## src/rtl/w_74hc283.sv

```systemverilog
// w_74hc283: registered 4-bit binary full adder with look-ahead carry.
// It also produces group propagate/generate terms so that an external
// look-ahead unit can chain several of these cells into a wider adder.
module w_74hc283 (
   input  logic       clk,
   input  logic       rst,
   input  logic [3:0] a,
   input  logic [3:0] b,
   input  logic       in,
   output logic [3:0] sum,
   output logic       out,
   output logic       pg,
   output logic       gg
);

   logic [3:0] p, g;
   logic [4:0] c;
   logic [3:0] sum_d, sum_q;
   logic       out_d, out_q;
   logic       pg_d, pg_q;
   logic       gg_d, gg_q;

   // Per-bit terms, flattened carry look-ahead (no ripple chain), sum and group terms
   always_comb begin
      p = a ^ b;
      g = a & b;
      c[0] = in;
      c[1] = g[0] | (p[0] & c[0]);
      c[2] = g[1] | (p[1] & g[0]) | (p[1] & p[0] & c[0]);
      c[3] = g[2] | (p[2] & g[1]) | (p[2] & p[1] & g[0])
           | (p[2] & p[1] & p[0] & c[0]);
      c[4] = g[3] | (p[3] & g[2]) | (p[3] & p[2] & g[1])
           | (p[3] & p[2] & p[1] & g[0])
           | (p[3] & p[2] & p[1] & p[0] & c[0]);
      sum_d = p ^ c[3:0];
      out_d = c[4];
      pg_d  = &p;
      gg_d  = g[3] | (p[3] & g[2]) | (p[3] & p[2] & g[1])
            | (p[3] & p[2] & p[1] & g[0]);
   end

   // Output registers; reset wins over a same-edge operand capture
   always_ff @(posedge clk) begin
      if (rst) begin
         sum_q <= 4'b0000;
         out_q <= 1'b0;
         pg_q  <= 1'b0;
         gg_q  <= 1'b0;
      end else begin
         sum_q <= sum_d;
         out_q <= out_d;
         pg_q  <= pg_d;
         gg_q  <= gg_d;
      end
   end

   assign sum = sum_q;
   assign out = out_q;
   assign pg  = pg_q;
   assign gg  = gg_q;

endmodule

```

## config.mk

```make
export PLATFORM = sky130hd
export DESIGN_NAME = w_74hc283
export DESIGN_NICKNAME = d
export VERILOG_FILES = /design/src/rtl/w_74hc283.sv
export SDC_FILE = /design/constraint.sdc
export NUM_CORES = 1
export LEC_CHECK = 0
export CORE_AREA = 3 3 40 42
export CTS_CLUSTER_DIAMETER = 60
export DETAILED_ROUTE_END_ITERATION = 6
export DIE_AREA = 0 0 43 45
export MAX_ROUTING_LAYER = met4
export PLACE_DENSITY = 0.56
export SETUP_SLACK_MARGIN = 0.02
export SLEW_MARGIN = 20
export SYNTH_ARGS = -nofsm -noshare
export SYNTH_HDL_FRONTEND = slang
export SYNTH_SLANG_ARGS = --single-unit
```

## constraint.sdc

```tcl
create_clock -name clk -period 3.7 [get_ports clk]
set_clock_uncertainty 0.1 [all_clocks]
set_input_delay 0.74 -clock clk [delete_from_list [all_inputs] [get_ports clk]]
set_output_delay 0.74 -clock clk [all_outputs]
set_load 0.005 [all_outputs]
```

==> flow_summary.yaml <==
yosys:
  synth_xor_area_share_pct: 2.38
  synthMuxAreaShare_pct: 5.78
  synthCells: 37
  synthAdderAreaFrac_pct: 22.4
  ys_types: 18
  mappedNetlistArea_um2: 368
  syn-num-nets: 54
  synth-seq-area-share_pct: 38.1
  synth-compound-area-share_pct: 10.5
  synth_top_family_by_area: "adder cells"
  syn_area_per_cell_um2: 9.94
  ys_warn_count: 0
  ys_ff_latch: 7
  synth-simple-area-share_pct: 16.7
route:
  first_pass_iters: 1
  drt_wl_total_um: 665
  drtAntennaViolNets: 0
  num_vias: 308
  drt-initial-drc-count: 0
  drc: 0
  viasPerCell: 4.22
  route.detailed.wl_per_inst_um: 9.11
cts:
  cts_resized: 0
  root_buffer: "clkbuf_4"
  cts_sinks: 7
  cts_inserted_buffers: 3
  cts_setup_buffers: 0
  cts_hold_buffers: 0
  cts_buffer_depth: 2
  cts_tree: "done"
  cts.reportedPaths.clkPinSlew_ns: 0.05
  htree_levels: 1
sta:
  period_share_pct: 58.3
  setup_violations: 0
  finalHoldViolCount: 0
  rsz0062_at_grt: "no"
  worst_slew_pin_slew_ns: 0.271
  whs_ns: 1.09
  min_period_ns: 2.16
  tns_ns: 0
  finalMaxSlewViolations: 0
  finalWorstSetupSlack_ns: 1.54
  clock.fmax_mhz: 464
  maxSlewHeadroom_pct: 81.9
floorplanning:
  die_w_um: 43
  coreArea_mm2: 0.00128
  rows: 13
  num_io_pins: 18
  die_h_um: 45
  start_util_pct: 28.6
  dieArea_mm2: 0.00194
setup_path:
  crit_required_ns: 3.73
  worst_path_max_delay_cell: "clkdlybuf4s50_1"
  path_class: "input pin to register"
  cp_max_fo: 3
  cp_slowest_stage_delay_ns: 0.45
  worst_setup_path_start_kind: "input pin"
  arrival_ns: 2.19
  endpoint_kind: "register"
  crit_path_cell_trace: "clkdlybuf4s50_1 > ha_1 > a21o_1 > a21oi_1 > mux2_2"
final_layout:
  synthToLayoutAreaGrowth_pct: 58.5
  layout_common_cells: "clkdlybuf4s50_1, dfxtp_1, ha_1"
  nNetsFinal: 76
  layoutNonFillerInstCount: 73
  drive_gt1_share_pct: 12.1
  antennaDiodeCount: 0
  layout_commonest_cell: "clkdlybuf4s50_1"
global_route:
  grt_max_degree: 9
  grt_pass1_vias: 305
  grt-ovfl-total: 0
  grtUsageTotal_pct: 8.69
  grt_first_pass_wirelength_mm: 1.10
  antenna_found_initial: 0
run:
  maxCapViolCount: 0
power:
  power_density_mw_per_mm2: 357
  p_leak_nw: 0.256
  vdd_drop_max_mv: 0.0964
worst_hold_path:
  min_path_type: "input pin to register"
placement:
  post-place-cells: 69
  gp_congestion: 0.703
  dp_slack_ns: 1.27
  port_buffers: 17
  post-dp-hpwl_um: 565
outcome:
  status: "completed"
-- routing by layer --
metal / global-route usage (%) / part of all wire, % / up-vias
met4: 10.8 / 4.4 / 0
met2: 12.9 / 44 / 13
met5: - / 0 / -
met3: 2.39 / 7.7 / 4
met1: 8.27 / 44 / 122
li1: - / - / 169
-- power breakdown --
part / internal (W) / switching (W)
sequential: 0.0000829 / 0.00000160
combinational: 0.0000362 / 0.0000202
clock: 0.0000410 / 0.0000260
total: 0.000160 / 0.0000479
-- critical path, delay by kind of cell --
family	cells	cell delay (ns)
buffers and inverters	1	0.45
AO/OA/AOI/OAI	2	0.30
adder cells (fa/ha/maj)	1	0.34
multiplexers	1	0.35
-- final timing paths --
kind              from  endpoint  slack (ns)  cells after the start
setup / recovery  a[0]    sum[2]        1.54                      5
hold / removal     rst    sum[0]        1.09                      2
-- state kept, by name (all words and copies together) (netlist names) --
register and count:
sum 4, gg 1, out 1, pg 1
-- synthesized netlist by cell type --
master	count	area [um^2]
nand4_1	1	6.26
a21oi_1	3	15.0
a21o_1	1	7.51
nand3_1	2	10.0
a21bo_2	1	10.0
dfxtp_1	7	140
xor2_1	1	8.76
mux2_2	1	11.3
o22ai_1	1	6.26
or2_2	1	6.26
and3_4	1	11.3
inv_1	4	15.0
nor2b_1	1	6.26
nand2b_1	1	6.26
fa_1	1	20.0
ha_1	5	62.6
nor2_1	4	15.0
mux2i_1	1	10.0
-- metrics by stage --
stage / power, W / util, % / instance area, um^2
finish: 0.000208 / 45.4 / 583
global route: 0.000223 / 45.4 / 583
CTS: 0.000211 / 45.4 / 583
detailed placement: 0.000143 / 43.3 / 557
global placement: 0.000143 / 43.3 / 557
floorplan: 0.000112 / - / 368
-- cell families (layout without fill, tap and decap cells) --
logic type,count (synthesis),after routing
and+or+nand+nor,11,11
DFF,7,7
adders and majority gates,6,6
AOI/OAI and AO/OA,6,6
buffers and inverters,4,25
muxes,2,2
xor gates and xnor gates,1,1
-- layout make-up --
cell class / instances / area [um^2]
sequential: 7 / 140
clock buffer: 4 / 26.3
tap: 15 / 18.8
multi-input combinational: 26 / 213
inverter: 4 / 15.0
fill: 130 / 702
timing repair buffer: 17 / 170
Power figures use the tool's default switching activity.
